==> src/rtl/led_pattern_gen.sv <==
// led_pattern_gen: prescaled multi-channel LED pattern driver with global PWM brightness.
// Ports: clk, rst (sync, active-high), mode[1:0], duty[pwm_bits-1:0] in; tick, leds[num_leds-1:0] out.
module led_pattern_gen #(
   parameter int clk_freq_hz = 50000000,
   parameter int tick_hz     = 8,
   parameter int num_leds    = 8,
   parameter int pwm_bits    = 4
) (
   input  logic                clk,
   input  logic                rst,
   input  logic [1:0]          mode,
   input  logic [pwm_bits-1:0] duty,
   output logic                tick,
   output logic [num_leds-1:0] leds
);

   localparam int div   = clk_freq_hz / tick_hz;
   localparam int cnt_w = (div < 2) ? 1 : $clog2(div);
   localparam logic [cnt_w-1:0] cnt_last = cnt_w'(div - 1);

   localparam logic [1:0] mode_blink = 2'd0;
   localparam logic [1:0] mode_count = 2'd1;
   localparam logic [1:0] mode_chase = 2'd2;
   localparam logic [1:0] mode_off   = 2'd3;

   localparam logic dir_up = 1'b0;
   localparam logic dir_dn = 1'b1;

   if (div < 2) begin : g_div_chk
      $error("led_pattern_gen: clk_freq_hz/tick_hz must be >= 2");
   end

   logic [cnt_w-1:0]    tick_cnt;
   logic [pwm_bits-1:0] pwm_cnt;
   logic [1:0]          mode_q;
   logic [num_leds-1:0] pattern;
   logic                dir;

   logic                step;
   logic                mode_chg;
   logic                pwm_on;
   logic [num_leds-1:0] pat_init;
   logic [num_leds-1:0] pat_nxt;
   logic                dir_nxt;
   logic [num_leds-1:0] leds_nxt;

   assign step     = (tick_cnt == cnt_last);
   assign mode_chg = (mode != mode_q);

   // Pattern loaded on reset and on every mode change.
   always_comb begin
      pat_init = '0;
      if (mode == mode_chase) pat_init[0] = 1'b1;
   end

   // Next pattern value for a step; selected by the mode that owns the pattern.
   always_comb begin
      pat_nxt = pattern;
      dir_nxt = dir;
      unique case (mode_q)
         mode_blink: pat_nxt = ~pattern;
         mode_count: pat_nxt = pattern + num_leds'(1);
         mode_chase: begin
            if (num_leds == 1) begin
               pat_nxt = pattern;
            end else if (dir == dir_up) begin
               if (pattern[num_leds-1]) begin
                  dir_nxt = dir_dn;
                  pat_nxt = pattern >> 1;
               end else begin
                  pat_nxt = pattern << 1;
               end
            end else begin
               if (pattern[0]) begin
                  dir_nxt = dir_up;
                  pat_nxt = pattern << 1;
               end else begin
                  pat_nxt = pattern >> 1;
               end
            end
         end
         mode_off: pat_nxt = '0;
         default:  pat_nxt = '0;
      endcase
   end

   // All-ones duty must be fully on, which pwm_cnt < duty alone never reaches.
   always_comb begin
      pwm_on   = (duty == '1) | (pwm_cnt < duty);
      leds_nxt = pattern & {num_leds{pwm_on}};
   end

   always_ff @(posedge clk) begin
      if (rst) begin
         tick_cnt <= '0;
         pwm_cnt  <= '0;
         tick     <= 1'b0;
         leds     <= '0;
         dir      <= dir_up;
         mode_q   <= mode;
         pattern  <= pat_init;
      end else begin
         mode_q  <= mode;
         pwm_cnt <= pwm_cnt + pwm_bits'(1);
         leds    <= leds_nxt;
         if (mode_chg) begin
            // A mode change restarts the step period and suppresses any step.
            pattern  <= pat_init;
            dir      <= dir_up;
            tick_cnt <= '0;
            tick     <= 1'b0;
         end else begin
            tick <= step;
            if (step) begin
               tick_cnt <= '0;
               pattern  <= pat_nxt;
               dir      <= dir_nxt;
            end else begin
               tick_cnt <= tick_cnt + cnt_w'(1);
            end
         end
      end
   end

endmodule
==> config.mk <==
export PLATFORM = sky130hd
export DESIGN_NAME = led_pattern_gen
export DESIGN_NICKNAME = d
export VERILOG_FILES = /design/src/rtl/led_pattern_gen.sv
export SDC_FILE = /design/constraint.sdc
export NUM_CORES = 1
export LEC_CHECK = 0
export CELL_PAD_IN_SITES_DETAIL_PLACEMENT = 0
export CELL_PAD_IN_SITES_GLOBAL_PLACEMENT = 1
export CORE_UTILIZATION = 44
export CTS_CLUSTER_DIAMETER = 200
export DETAILED_ROUTE_END_ITERATION = 7
export GPL_ROUTABILITY_DRIVEN = 0
export PLACE_DENSITY = 0.75
export SLEW_MARGIN = 30
export SYNTH_ARGS = -nofsm -noshare
export SYNTH_HDL_FRONTEND = slang
export SYNTH_SLANG_ARGS = --single-unit
==> constraint.sdc <==
create_clock -name clk -period 2.2 [get_ports clk]
set_input_delay 0.44 -clock clk [delete_from_list [all_inputs] [get_ports clk]]
set_output_delay 0.44 -clock clk [all_outputs]
set_load 0.05 [all_outputs]
Word-level counts from Yosys, hierarchy flattened

Index checks and enable logic that the tools add are counted.

Bits in registers: 47
Input port bits: 8
Output and inout port bits: 9
Logic and storage cells: 38

$add $sub $neg: 3
$lt $le $gt $ge: 1
Equality and inequality tests: 7
Multiplexer cells: 11
Bitwise gates (word level): 3
Reductions and logical operators: 5

Operators with widths:

| operator                                            | number |
|---|---|
| case mux 8 bit (4 select lines)                     | 1 |
| 2-to-1 mux 8 bit                                    | 3 |
| adder 23 x 1 -> 23 bit, second input constant       | 1 |
| equality test 23 bit, second input constant         | 1 |
| adder 8 x 1 -> 8 bit, second input constant         | 1 |
| bitwise AND 8 bit                                   | 1 |
| NOT 8 bit                                           | 1 |
| 2-to-1 mux 1 bit                                    | 7 |
| equality test 2 bit, second input constant          | 3 |
| adder 4 x 1 -> 4 bit, second input constant         | 1 |
| equality test 4 bit, second input constant          | 1 |
| less-than comparator 4 bit                          | 1 |
| nonzero test 3 bit                                  | 1 |
| OR reduction 3 bit                                  | 1 |
| equality test 2 x 1 -> 1 bit, second input constant | 1 |
| zero test 2 bit                                     | 1 |
| != test 2 bit                                       | 1 |
| AND reduction 2 bit                                 | 1 |
| OR reduction 2 bit                                  | 1 |
| OR 1 bit                                            | 1 |

Longest topological paths before layout

Depth in word-level cells: 6
Mapped depth: 8
Gate-level depth less buffers: 7

Worst setup path after synthesis

Ideal clock, no wire load.

Kind: register -> register
From: register tick_cnt[0]
To: register pattern[0], enable pin
Data arrival time: 1449 ps
Setup slack: 444 ps
Stages on the path, launching flop included: 7
Path buffers: 2
Cell sequence: dfxtp_1 > ha_1 > nand3_1 > or3_1 > buf_6 > nand2b_2 > buf_2

Cells in the longest elaborated chain, start to end: 2

Ends and longest elaborated chain:

| item                         | line | text |
|---|---|---|
| start: declaration           | 33   | `logic [cnt_w-1:0] tick_cnt;` |
| start signal: assignment     | 119  | `tick_cnt <= tick_cnt + cnt_w'(1);` |
| equality test 23 bit         | 47   | `assign step = (tick_cnt == cnt_last);` |
| nonzero test 3 bit (no line) | n/a  |  |
| end signal: assignment       | 101  | `pattern <= pat_init;` |
| end signal: assignment       | 108  | `pattern <= pat_init;` |
| end signal: assignment       | 116  | `pattern <= pat_nxt;` |
| end: declaration             | 36   | `logic [num_leds-1:0] pattern;` |

No other way between the ends.
A chain may end at the register's enable or synchronous reset.

Worst setup path in the final report

From: register tick_cnt[13]
To: register tick_cnt[11]

Cells in the longest elaborated chain, start to end: 2

Ends and longest elaborated chain:

| item                         | line |
|---|---|
| equality test 23 bit         | 47 |
| OR reduction 3 bit (no line) | n/a |

No other way between the ends.

==> Flow_metrics.wiki <==
{| class="wikitable"
! Metric !! Value
|-
| Crit. End Element || flip-flop
|-
| Total Wirelength || around 4500 um
|-
| Setup violators final || 0
|-
| Global-route wire length before repair || just under 8000 um
|-
| Series of cell instances along the critical path || nor4b_2, nand4_1, or3_1, nand2b_2, buf_4, nor2_1
|-
| Floorplan die width || between 70 and 80 um
|-
| Most frequently used flop master after synthesis || dfxtp_1
|-
| Share of total power in the clock network || 0.360
|-
| Type of the most critical hold path || reg -> reg
|-
| I/O pin count || 17
|-
| Number of maximum-capacitance constraint violations || 0
|-
| Startpoint of the tightest hold check path || pwm_cnt[0]$_SDFF_PP0_
|-
| Iter 0 DRT Violations || 79
|-
| Count of flip-flops with a built-in enable after synthesis || 1
|-
| Area delta synth->final || 14.5%
|-
| Placed instance area || approximately 0.0026 mm^2
|-
| Slew Limit Headroom || 0.670
|-
| Die area || about 0.0056 mm^2
|-
| Detailed Routing Iterations Pass 1 || 4
|-
| Synthesized instance count || roughly 280
|-
| Total design power || between 1.5 and 2 mW
|-
| Worst vdd ir || 0.400 mV
|-
| Flip-flop and latch count after synthesis || 47
|-
| Initial core utilization || 0.458
|-
| Most instantiated cells after synthesis || dfxtp_1 (46), nor2_1 (43), xor2_1 (18), inv_1 (16), nand3_1 (15)
|-
| Number of unique standard cell types used by synthesis || 40
|-
| Post-detail-place hpwl || ~3200 um
|-
| Most repeated cell in the gate-level netlist after synthesis || dfxtp_1
|-
| Post-Layout Inst Area || between 0.002 and 0.003 mm^2
|-
| Number of pins with negative max-slew slack in the final report || 0
|-
| Async SR Flop Fraction || 0
|-
| Setup TNS || 0 ns
|-
| Number of antenna violations at the first check in global routing || 0
|-
| Buffer levels on the longest clock path || 2
|-
| Fraction of final layout cells sized beyond drive strength 1 || 0.0680
|-
| Number of cells upsized or downsized after cts || 0
|-
| Core box area || 0.00511 mm^2
|-
| Clock Tree Root || clkbuf_8
|-
| Antenna viol nets, final || 0
|-
| Tightest Pin Transition || approximately 0.49 ns
|-
| Setup Crit Path Kind || reg -> reg
|-
| Max Clock Freq || around 0.54 GHz
|-
| Drt wl/cell || between 10 and 15 um
|-
| Via count of the first global-routing pass || 1,676
|-
| Mean area per synthesized cell || between 8 and 9 um^2
|-
| Global-route congestion overflow total || 0
|-
| Htree depth || 2
|-
| Critical Path Fanout Max || 22
|-
| Run status || completed
|-
| Register area share after synthesis || 0.407
|-
| Fin Hold WS || ~0.46 ns
|-
| Portion of the clock cycle consumed by the worst path in the final layout || 0.846
|-
| Post-layout net count || between 300 and 400
|-
| Cell Area, Synth || 0.00234 mm^2
|-
| Crit start category || flip-flop
|-
| CTS tree || done
|-
| Total net switching power || roughly 0.35 mW
|-
| Count of standard-cell rows || 26
|-
| Leakage component of the power || between 0.9 and 1 nW
|-
| Net Sw Frac || 0.226
|-
| Die height || 74.9 um
|-
| Combinational fraction of design power || 0.072
|-
| CTS Hold Buffers Added || 0
|-
| Crit path max-delay cell type || or3_1
|-
| Timing startpoint of the critical path || tick_cnt[13]$_SDFF_PP0_
|-
| Final Critical Period || around 1.9 ns
|-
| Buffer count from post-CTS setup fixing || 0
|-
| Int Pwr || between 1 and 1.5 mW
|-
| Vias per std cell || 5.19
|-
| Worst path top cell family by delay || simple AND/OR/NAND/NOR gates
|-
| Register-to-register path setup slack || between 0.3 and 0.4 ns
|-
| Clock Skew || 0.00474 ns
|-
| Largest area contributor in the synthesized netlist || dfxtp_1
|-
| Maximum number of pins on one net before global-route repair || 23
|-
| Number of buffers created by CTS || 5
|-
| Vias post-DR || ~1,900
|-
| Worst flop-to-flop path startpoint || tick_cnt[13]$_SDFF_PP0_
|-
| Largest incremental delay on the critical path || roughly 0.47 ns
|-
| Clock slew at reported path FFs || ~0.080 ns
|-
| Share of power burned in registers || 0.568
|-
| Tot GR Track Use || 0.184
|-
| Final number of hold-violating endpoints || 0
|-
| Share of Yosys cell area claimed by the top area cell type || 0.394
|-
| Buffering stage count on the worst path with inverters included || 1
|-
| Synthesized Nets || around 290
|-
| Clock latency on the worst-skew pair || 0.30 ns
|-
| Required time at the endpoint of the critical path || about 2.4 ns
|-
| Clock sink total || 47
|-
| Unrepaired setup endpoints after global routing || no
|-
| Port bufs || 16
|-
| Arrival time of the worst setup path || ~2.1 ns
|-
| Antenna diode count || 0
|-
| Power per cell area || between 500 and 600 mW/mm^2
|-
| Count of synthesis-stage warnings from yosys || 0
|-
| Number of remaining DRC errors || 0
|-
| Main area contributors after synthesis || dfxtp_1 (39%), nor2_1 (6.9%), xor2_1 (6.7%), ha_1 (3.7%), nand3_1 (3.2%)
|}
## power by group through the flow
stage / combinational (mW) / sequential, mW / clock, mW
after floorplan: 0.0763 / 0.898 / 0
after CTS: 0.113 / 0.883 / 0.584
final: 0.112 / 0.883 / 0.560
after global placement: 0.111 / 0.904 / 0
after global routing: 0.126 / 0.887 / 0.623
after detailed placement: 0.112 / 0.903 / 0
## cell type report
type	count	area [um^2]
fill	531	2430
multi-input combinational	197	1240
sequential	47	951
timing repair buffer	27	243
clock buffer	7	97.6
tap	70	87.6
inverter	16	60.1
## metrics by stage
step           worst slack [ns]  instances   util
2_1_floorplan             0.444        279      -
3_3_place_gp              0.153        357  0.505
3_5_place_dp              0.113        357  0.505
4_1_cts                   0.307        364  0.524
5_1_grt                   0.120        364  0.524
6_report                  0.338        364  0.524
## cell families after synthesis
kind of cell	synth area share
compound gates	0.134
xor+xnor	0.0936
fa+ha+maj	0.0375
buf+inv	0.0637
flops	0.407
mux	0.00428
simple gates	0.261
## path summary, 6_finish.rpt
path | endpoint | cells past startpoint
worst max-delay path | tick_cnt[11]$_SDFF_PP0_ | 6
worst min-delay path | pwm_cnt[0]$_SDFF_PP0_ | 1
worst max register to register | tick_cnt[11]$_SDFF_PP0_ | 6
worst min register to register | pwm_cnt[0]$_SDFF_PP0_ | 1
## cell usage in the layout, fill, tap and decap left out, drive strengths merged, types with 3 or more instances in the layout
cell           instances
xnor2                  7
dfxtp                 46
and3                   4
nor2                  43
nor3                   5
nand3b                10
ha                     7
o21ai                 11
nand2b                 7
a21oi                 11
nand3                 15
buf                   11
clkbuf                 7
nand2                 11
xor2                  18
inv                   16
nand4                  8
o41ai                  8
clkdlybuf4s50         16
nor2b                  4
o31ai                  3
## routing by layer
layer | wire length [um] | GRT usage | up-vias
met5 | 0 | 0 | -
met4 | 72 | 0.0692 | 0
met3 | 149 | 0.0402 | 7
met2 | 2050 | 0.295 | 32
met1 | 2260 | 0.242 | 864
li1 | - | - | 987
## sequential cells by signal, indices dropped and copies added (netlist names)
| register | count |
|---|---|
| mode_q | 2 |
| tick_cnt | 23 |
| dir | 1 |
| tick | 1 |
| leds | 8 |
| pwm_cnt | 4 |
| pattern | 8 |
Note: power is estimated with default switching activity, not from simulation.
==> patch (same flow settings) <==
The parameter `pwm_bits` goes from 4 to 5.
--- a/src/rtl/led_pattern_gen.sv
+++ b/src/rtl/led_pattern_gen.sv
@@ -5,5 +5,5 @@
    parameter int tick_hz     = 8,
    parameter int num_leds    = 8,
-   parameter int pwm_bits    = 4
+   parameter int pwm_bits    = 5
 ) (
    input  logic                clk,
Interface: changed (resized duty); port bits go from 17 to 18. The function was not compared with the original's and may differ.
==> patch against the unedited design <==
Clock power increased by 20%. Critical path type is now register to primary output. Sequential power increased by 1%. Setup slack got worse by 0.0047 ns. Utilization increased by 0.70 points. Wire length about the same. First-iteration DRC count increased by 44%. Area after synthesis increased by 4.4%. Sequential cell count increased by 1. Sequential share of layout area decreased by 0.62 points. Die area increased by 4.3%. Total power increased by 7.9%. Cell area increased by 3.9%.
==> patch: results (changes against the unedited design) <==
| Metric | Value |
|---|---|
| GRT met1 Usage | `0.2592 (+0.01691)` |
| Met1 WL | `2536 um (+12%)` |
| Final #Nets | `307 (-0.65%)` |
| Delay-heaviest family, CP | `buffers and inverters` |
| Cell variety after synth | `45 (+13%)` |
| Yosys top cell area share | `0.3854 (-0.008350)` |
| Max Fanout on Critical Path | `1 (-95%)` |
| Layout cell share with drive strength beyond 1 | `0.1031 (+0.03507)` |
| Cell leakage power | `1.069 nW (+13%)` |
| Mux contribution to synthesized area | `0.02614 (+0.02186)` |
| # fillers | `505 (-4.9%)` |
| Multi-Input Combinational | `200 (+1.5%)` |
| Clock group | `670 uW (+20%)` |
| Placed Cells incl. Taps | `353 (-1.1%)` |
| Peak VDD IR | `298.8 uV (-25%)` |
| Met3 Wirelength | `85 um (-43%)` |
| Inverters | `9 (-7)` |
| Syn_area_per_cell | `8.909 um2 (+6.3%)` |
| DR WL/cell | `12.56 um (+0.79%)` |
| Register area share after synthesis | `0.3977 (-0.008890)` |
| Met3 Track Usage GR | `0.03234 (-0.007825)` |
| Pre-CTS setup slack | `0.07004 ns (-0.04313 ns)` |
| Met2 GRT Util | `0.2387 (-0.05656)` |
| ClkCell Share | `0.04362 (+0.007167)` |
| CP max stage delay | `0.80 ns (+0.33 ns)` |
| Buffers, non-clock | `26 (-3.7%)` |
| Area after DPL | `0.002661 mm2 (+3.2%)` |
| Adder-cell share of the synthesized area | `0.04100 (+0.003551)` |
| Status | `finished, final reports clean` |
| Largest net degree at the start of global routing | `24 (+4.3%)` |
| I/O Buffers | `17 (+1)` |
| Fin cells | `361 (-0.82%)` |
| Synth area leaders | `dfxtp_1 39%, xor2_1 7.5%, nor2_1 5.7%` |
| Initial drt markers | `114 (+44%)` |
| Gr usage total | `0.1743 (-0.009479)` |
| First-pass GRT wire length | `8142 um (+3.6%)` |
==> patch: cell count changes in the layout (fill, tap and decap cells not counted), sizes merged, moves of 2 or more <==
cell	before	now
and2	2	11
o21ai	11	9
mux2	0	3
xor2	18	21
and3	4	6
nand2	11	16
o41ai	8	0
a31oi	2	6
o311ai	2	0
nor2	43	37
buf	11	9
mux2i	1	3
nand3b	10	1
inv	16	9
==> patch: worst paths after layout <==
path,startpoint,to,slack (ns),cells past startpoint
worst min-delay path,tick_cnt[0]$_SDFF_PP0_,tick_cnt[0]$_SDFF_PP0_,0.45,1
worst max-delay path,leds[1]$_SDFF_PP0_,leds[1],0.33,1
worst min register to register,tick_cnt[0]$_SDFF_PP0_,tick_cnt[0]$_SDFF_PP0_,0.45,1
worst max register to register,tick_cnt[9]$_SDFF_PP0_,tick_cnt[6]$_SDFF_PP0_,0.35,6
